<file path="src/rtl/gmii_tx_sched.sv">
// Chooses between the video and audio requesters for the GMII transmit engine.
// It issues the start handshake, enforces the inter-packet gap and runs the completion watchdog.
module gmii_tx_sched #(
   parameter logic [7:0]  VID_BURST    = 8'd4,
   parameter logic [15:0] AUD_MAX_WAIT = 16'd2000,
   parameter logic [7:0]  GAP_CYCLES   = 8'd12,
   parameter logic [15:0] TIMEOUT      = 16'd4000,
   parameter logic [3:0]  AUD_MAX_ADE  = 4'd8
) (
   input  logic        tx_clk,
   input  logic        sys_rst_n,
   input  logic        vid_rdy,
   input  logic        aud_rdy,
   input  logic [3:0]  aud_ade_num,
   output logic        tx_req,
   output logic        tx_type,
   output logic [3:0]  tx_ade_num,
   input  logic        tx_ack,
   input  logic        tx_done,
   output logic        busy,
   output logic        err_timeout,
   output logic [15:0] vid_pkt_cnt,
   output logic [15:0] aud_pkt_cnt
);

   // state | meaning
   // IDLE  | no packet in flight, arbitrate each cycle
   // REQ   | tx_req raised, waiting for engine tx_ack
   // XMIT  | engine sending, watchdog running until tx_done
   // GAP   | enforced idle time before the next arbitration
   typedef enum logic [1:0] {IDLE, REQ, XMIT, GAP} state_t;

   state_t      state_q, state_d;
   logic        tx_req_q, tx_req_d;
   logic        tx_type_q, tx_type_d;
   logic [3:0]  tx_ade_q, tx_ade_d;
   logic        busy_q, busy_d;
   logic        err_q, err_d;
   logic [15:0] vid_cnt_q, vid_cnt_d;
   logic [15:0] aud_cnt_q, aud_cnt_d;
   logic [7:0]  vid_burst_q, vid_burst_d;
   logic [15:0] aud_wait_q, aud_wait_d;
   logic [15:0] wdog_q, wdog_d;
   logic [7:0]  gap_q, gap_d;

   logic        aud_pend, vid_pend, sel_aud, aud_granting, aud_served;
   logic [3:0]  ade_cap;
   logic [15:0] wdog_inc;

   always_comb begin
      state_d      = state_q;
      tx_req_d     = tx_req_q;
      tx_type_d    = tx_type_q;
      tx_ade_d     = tx_ade_q;
      err_d        = err_q;
      vid_cnt_d    = vid_cnt_q;
      aud_cnt_d    = aud_cnt_q;
      vid_burst_d  = vid_burst_q;
      aud_wait_d   = aud_wait_q;
      wdog_d       = wdog_q;
      gap_d        = gap_q;
      aud_granting = 1'b0;

      aud_pend = aud_rdy && (aud_ade_num != 4'd0);
      vid_pend = vid_rdy;
      sel_aud  = aud_pend && (!vid_pend || (aud_wait_q >= AUD_MAX_WAIT) ||
                              (vid_burst_q >= VID_BURST));
      ade_cap  = (aud_ade_num > AUD_MAX_ADE) ? AUD_MAX_ADE : aud_ade_num;
      wdog_inc = wdog_q + 16'd1;

      case (state_q)
         IDLE: begin
            if (vid_pend || aud_pend) begin
               state_d   = REQ;
               tx_req_d  = 1'b1;
               tx_type_d = sel_aud;
               tx_ade_d  = sel_aud ? ade_cap : 4'd0;
            end
         end
         REQ: begin
            if (tx_ack) begin
               state_d  = XMIT;
               tx_req_d = 1'b0;
               wdog_d   = 16'd0;
               if (tx_type_q) begin
                  aud_cnt_d    = aud_cnt_q + 16'd1;
                  vid_burst_d  = 8'd0;
                  aud_granting = 1'b1;
               end else begin
                  vid_cnt_d = vid_cnt_q + 16'd1;
                  if (vid_burst_q != 8'hFF) vid_burst_d = vid_burst_q + 8'd1;
               end
            end
         end
         XMIT: begin
            wdog_d = wdog_inc;
            if (tx_done) begin
               state_d = GAP;
               gap_d   = GAP_CYCLES;
            end else if (wdog_inc == TIMEOUT) begin
               err_d   = 1'b1;
               state_d = GAP;
               gap_d   = GAP_CYCLES;
            end
         end
         GAP: begin
            // Leaving on the count of 1 makes the gap exactly GAP_CYCLES long.
            if (gap_q <= 8'd1) state_d = IDLE;
            else               gap_d   = gap_q - 8'd1;
         end
         default: state_d = IDLE;
      endcase

      aud_served = (state_q == IDLE) ? sel_aud : tx_type_q;
      if (!aud_pend || aud_granting) aud_wait_d = 16'd0;
      else if (!aud_served && (aud_wait_q != 16'hFFFF)) aud_wait_d = aud_wait_q + 16'd1;

      busy_d = (state_d != IDLE);
   end

   always_ff @(posedge tx_clk or negedge sys_rst_n) begin
      if (!sys_rst_n) begin
         state_q     <= IDLE;
         tx_req_q    <= 1'b0;
         tx_type_q   <= 1'b0;
         tx_ade_q    <= 4'd0;
         busy_q      <= 1'b0;
         err_q       <= 1'b0;
         vid_cnt_q   <= 16'd0;
         aud_cnt_q   <= 16'd0;
         vid_burst_q <= 8'd0;
         aud_wait_q  <= 16'd0;
         wdog_q      <= 16'd0;
         gap_q       <= 8'd0;
      end else begin
         state_q     <= state_d;
         tx_req_q    <= tx_req_d;
         tx_type_q   <= tx_type_d;
         tx_ade_q    <= tx_ade_d;
         busy_q      <= busy_d;
         err_q       <= err_d;
         vid_cnt_q   <= vid_cnt_d;
         aud_cnt_q   <= aud_cnt_d;
         vid_burst_q <= vid_burst_d;
         aud_wait_q  <= aud_wait_d;
         wdog_q      <= wdog_d;
         gap_q       <= gap_d;
      end
   end

   assign tx_req      = tx_req_q;
   assign tx_type     = tx_type_q;
   assign tx_ade_num  = tx_ade_q;
   assign busy        = busy_q;
   assign err_timeout = err_q;
   assign vid_pkt_cnt = vid_cnt_q;
   assign aud_pkt_cnt = aud_cnt_q;

endmodule

</file>
<file path="config.mk">
export PLATFORM = sky130hd
export DESIGN_NAME = gmii_tx_sched
export DESIGN_NICKNAME = d
export VERILOG_FILES = /design/src/rtl/gmii_tx_sched.sv
export SDC_FILE = /design/constraint.sdc
export NUM_CORES = 1
export LEC_CHECK = 0
export ABC_AREA = 1
export CAP_MARGIN = 20
export CELL_PAD_IN_SITES_DETAIL_PLACEMENT = 2
export CELL_PAD_IN_SITES_GLOBAL_PLACEMENT = 2
export CORE_MARGIN = 2
export CORE_UTILIZATION = 34
export DETAILED_ROUTE_END_ITERATION = 7
export MAX_ROUTING_LAYER = met4
export PLACE_DENSITY_LB_ADDON = 0.1
export SYNTH_ARGS = -nofsm -noshare
export SYNTH_HDL_FRONTEND = slang
export SYNTH_SLANG_ARGS = --single-unit
</file>
<file path="constraint.sdc">
create_clock -name tx_clk -period 2.5 [get_ports tx_clk]
set_input_delay 0.375 -clock tx_clk [delete_from_list [all_inputs] [get_ports tx_clk]]
set_output_delay 0.375 -clock tx_clk [all_outputs]
set_load 0.005 [all_outputs]
</file>
Word-level counts from Yosys, hierarchy flattened --
Index checks and enable logic that the tools add are counted.
Storage, ports and cells: bits of input ports 10, register bits 90
Cells by class: bitwise operators 2, reductions and logical operators 26, $add $sub $neg 6, magnitude comparators 4, mux-type cells 25, equality and inequality tests 10
Operator list (number):
- $add A16 B1 Y16 const B | 4
- $mux W16 | 3
- $mux W8 | 5
- $pmux W16 S2 | 1
- $reduce_and A3 Y1 | 6
- $eq A16 B12 Y1 const B | 1
- $ge A16 B11 Y1 const B | 1
- $ne A16 B16 Y1 const B | 1
- $pmux W8 S2 | 1
- $reduce_bool A2 Y1 | 6
- $mux W2 | 5
- $add A8 B1 Y8 const B | 1
- $ge A8 B3 Y1 const B | 1
- $le A8 B1 Y1 const B | 1
- $mux W4 | 2
- $ne A8 B8 Y1 const B | 1
- $pmux W2 S4 | 1
- $sub A8 B1 Y8 const B | 1
- $mux W1 | 6
- $ne A2 B2 Y1 const B | 3
- $eq A2 B2 Y1 const B | 2
- $gt A4 B4 Y1 const B | 1
- $logic_or A1 B1 Y1 | 4
- $reduce_and A2 Y1 | 2
- other kinds (8) | 13

Depth between registers and ports, before layout --
word-level depth 9, gate-level depth with buffers 16, mapped depth without buffers 16

Least setup slack after synthesis --
Ideal clock, no wire load.
path type register to register, start register aud_wait_q[0], end register aud_wait_q[14], period minus slack after synthesis 1.772 ns, setup time 0.119 ns, setup slack 0.728 ns, required time 2.381 ns, arrival time 1.653 ns, stages on the path, launching flop included 12, path buffers 1, cell sequence dfrtp_1 > ha_1 > nand2_1 > nor2_1 > nand3_1 > inv_1 > nand3_1 > o22ai_2 > o21ai_1 > buf_4 > a21oi_1 > nor2_1
On the way: cells in the longest elaborated chain, start to end 8, elaborated cells between the ends (all ways) 12, classes of those cells add/sub (1); order compare (1); eq/ne (1); mux (3); reduce/logical (6)
RTL lines:
- from (decl) | line 42 | logic [15:0] aud_wait_q, aud_wait_d;
- from (signal assigned) | line 145 | aud_wait_q <= aud_wait_d;
- $ge A16 B11 Y1 | line 66 | sel_aud = aud_pend && (!vid_pend || (aud_wait_q >= AUD_MAX_WAIT) ||
- $logic_or A1 B1 Y1 (2 in a row) | line 66
- $logic_and A1 B1 Y1 | line 66
- $mux W1 | line 114 | aud_served = (state_q == IDLE) ? sel_aud : tx_type_q;
- $logic_not A1 Y1 | line 116 | else if (!aud_served && (aud_wait_q != 16'hFFFF)) aud_wait_d = aud_wait_q + 16'd1;
- $logic_and A1 B1 Y1 | line 116
- $reduce_bool A2 Y1 (no line)
Parallel ways exist; a longest one is shown, timed or not. The select of a mux whose other input is x is not followed. A chain may end at the register's enable or synchronous reset.

Worst setup path after layout --
start register wdog_q[0], end register gap_q[0]
On the way: cells in the longest elaborated chain, start to end 4
RTL lines:
- from (decl) | line 43 | logic [15:0] wdog_q, wdog_d;
- from (signal assigned) | line 146 | wdog_q <= wdog_d;
- $add A16 B1 Y16 | line 69 | wdog_inc = wdog_q + 16'd1;
- $eq A16 B12 Y1 | line 100 | end else if (wdog_inc == TIMEOUT) begin
- $ne A3 B3 Y1 (no line)
- $reduce_and A3 Y1 (no line)
- to (signal assigned) | line 147 | gap_q <= gap_d;
- to (decl) | line 44 | logic [7:0] gap_q, gap_d;
No other way between the ends.

==> results.toml <==
[layout]
layout_commonest_cell = "nand2_1"
filler_cell_count = 1598
syn_to_final_growth_pct = 21.41
layout.cells.most_common_list = "nand2_1 (129), dfrtp_1 (90), inv_1 (83)"
post_route_cells_drive_above_1_share = 0.08087
final_cell_count_no_fill = 823
finalNetCount = 661
diodes = 0
utilization = 0.4212

[clock_tree]
cts-htree-levels = 3
worstSkewPairLatency_ns = 0.34
total_clock_buffers_created_by_cts = 9
cts_sinks = 90
cts.repair.resized = 0
holdBufCountCts = 0
ctsLongestPathBuffers = 2
cts_tree = "built"
cts_root_buf = "clkbuf_16"
post_cts_buffers = 0
clock_transition_time_at_the_flip_flop_clock_pins_of_the_worst_setup_and_hold_paths_ns = 0.06

[grt]
groute.layer.met2.usage = 0.3443
grt.met1_usage = 0.2424
pin_count_of_the_biggest_net_entering_global_routing = 37
grt_util_met3 = 0.02214
antenna_found_initial = 0
global_route_usage_sum = 0.1998
grt_pass1_vias = 4581
grt_most_used_layer = "met2"
wire_length_of_the_first_global_routing_pass_um = 22990
grt_overflow_total = 0

[yosys]
unique_masters_post_synth = 47
flops_latches_synth = 90
avgSynthCellArea_sq_um = 8.332
postSynthCellCount = 578
asyncSetResetFlopFracSynth = 1.000
synth_area_leaders = "dfrtp_1 (47%), nand2_1 (10%), inv_1 (6.5%)"
number_of_flops_mapped_to_enable_cells_by_yosys = 0
synth_top_area_frac = 0.4677
synth_largest_area_cell = "dfrtp_1"
sequential_area_share_after_synthesis = 0.4677
mappedNetlistNets = 597
primary_ff_master_synth = "dfrtp_1"
synth-warning-count = 0
mappedNetlistArea_sq_um = 4816

[worst_hold_path]
worstHoldPathType = "input pin to asynchronous set/reset pin"

[job]
cap_violations = 0

[sta]
worst_margin_pin_slew_ns = 0.5089
setup_tns_ns = 0
maximum_clock_frequency_mhz = 469.5
timing.max_slew.rel_slack = 0.6576
finalWorstPathRequiredPeriod_ns = 2.130
timing_max_transition_violations_final = 0
setup_viol = 0
post-route-worst-setup-slack_ns = 0.3701
fin_crit_sh = 0.8520
final_hold_viol_count = 0
fin_skew_ns = 0.008064
grt_setup_unrepaired = "no"

[die]
io_pins = 50
die_w_um = 123.0
die_area_sq_um = 15130
start_util = 0.3469
floorplan.core_area_sq_um = 13880
fp-row-count = 43
die_h_um = 123.0

[pwr]
power_density_nw_per_um2 = 921.4
irDropWorstVdd_mv = 0.3349
power_mw = 5.387
cellLeakagePower_nw = 2.743

[place]
dp_hpwl_um = 10050
gp_congestion = 0.7935
pre_cts_setup_slack_ns = 0.2206
placed_cells_incl_taps = 811
placement.io_buffers = 49

[routing]
via_per_inst = 4.905
wire_per_inst_um = 16.10
total_wirelength_um = 13250
ant_nets = 0
remaining_drc_errors = 0
first_iter_violations = 132
dr.pass1.iters = 4
vias = 4037

[setup_path]
worstPathBufferInverterCount = 0
critPathKind = "flip-flop to flip-flop"
worst_path_most_repeated_cell = "nand2_1"
r2r-start = "wdog_q[0]$_DFFE_PN0P_"
critical_path_arrival_ns = 2.36
slowest_cell_on_crit_path = "dfrtp_1"
worstPathMaxFanout = 7
worst_path_largest_cell_delay_ns = 0.41
cp_required_ns = 2.73
endpoint_kind = "flip-flop"
cp_cell_sequence = "ha_1 -> nand3_2 -> nor2_4 -> nand2_2 -> nand2_1 -> nand2_1 -> nor2_1 -> nand2_1 -> nor2_1 -> nand2_2 -> nand3_1 -> nand2_1 -> nand2_1 -> nand2_1"
crit_startpoint = "wdog_q[0]$_DFFE_PN0P_"
critPathLaunchType = "flip-flop"
timing.critical_path.max_delay_family = "simple AND/OR/NAND/NOR gates"

[status]
run_status = "completed"
-- power breakdown --
group	switching (mW)	total (mW)	internal, mW
Combinational	1.11	1.87	0.758
Clock	0.543	1.30	0.754
Sequential	0.384	2.22	1.83
Total	2.04	5.39	3.35
-- path summary, 6_finish.rpt --
kind	end	slack, ns	cells past startpoint
worst max register to register	gap_q[0]$_DFFE_PN0P_	0.37	14
max in group asynchronous	aud_wait_q[1]$_DFFE_PN0P_	1.84	2
min in group tx_clk	vid_pkt_cnt[15]$_DFFE_PN0P_	0.47	1
worst min-delay path	wdog_q[10]$_DFFE_PN0P_	0.003	1
worst min register to register	vid_pkt_cnt[15]$_DFFE_PN0P_	0.47	1
worst max-delay path	gap_q[0]$_DFFE_PN0P_	0.37	14
-- sequential cells by signal (all words and copies together), names as in the netlist, 2 cells and up --
register	flops
vid_burst_q	8
aud_pkt_cnt	16
gap_q	8
state_q	2
tx_ade_num	4
aud_wait_q	16
wdog_q	16
vid_pkt_cnt	16
-- cell usage after synthesis (all sizes together), types with 2 or more instances --
cell      n
a21oi    14
clkbuf    2
nor3     16
a32o      3
nor4      5
a21boi    2
nand2   135
inv      85
dfrtp    90
o22ai     9
nand3    41
xor2     23
nand4    20
ha        9
xnor2    13
o21ai    32
nor2     63
buf       3
-- area by class of cell --
cell class | count | area, sq um | share of cell area
clock buffer | 11 | 232.7 | 0.03980
inverter | 86 | 322.8 | 0.05521
tap | 180 | 225.2 | 0.03852
multi-input combinational | 397 | 2216 | 0.3790
sequential | 90 | 2252 | 0.3852
clock inverter | 1 | 30.03 | 0.005136
timing repair buffer | 58 | 568.0 | 0.09715
-- layer usage --
metal | share of wire | wire length [um] | vias up
li1 | - | - | 1994
met1 | 0.45 | 5974 | 2006
met2 | 0.52 | 6889 | 25
met3 | 0.013 | 171 | 12
met4 | 0.016 | 214 | 0
met5 | 0 | 0 | -
-- per-stage QoR --
step / hold slack (ns) / cell area [sq um]
after floorplan: 0.07941 / 4816
after global placement: 0.3851 / 5584
after detailed placement: 0.3913 / 5584
after CTS: 0.02059 / 5847
after global routing: 0.03339 / 5847
final: 0.002710 / 5847
-- worst reg2reg max path: stages (launching register included) --
cell and delay [ns]:
dfrtp_1 0.41, ha_1 0.24, nand3_2 0.14, nor2_4 0.23
nand2_2 0.10, nand2_1 0.07, nand2_1 0.06, nor2_1 0.10
nand2_1 0.07, nor2_1 0.12, nand2_2 0.10, nand3_1 0.08
nand2_1 0.15, nand2_1 0.11, nand2_1 0.06
-- logic make-up after synthesis --
kind of cell | count (synthesis) | share of synthesized area
xor+xnor | 36 | 0.06547
compound gates | 66 | 0.08055
simple gates | 285 | 0.2884
flops | 90 | 0.4677
fa+ha+maj | 9 | 0.02338
mux | 1 | 0.002338
buf+inv | 91 | 0.07223
No activity file was read; power rests on OpenSTA's default activity.
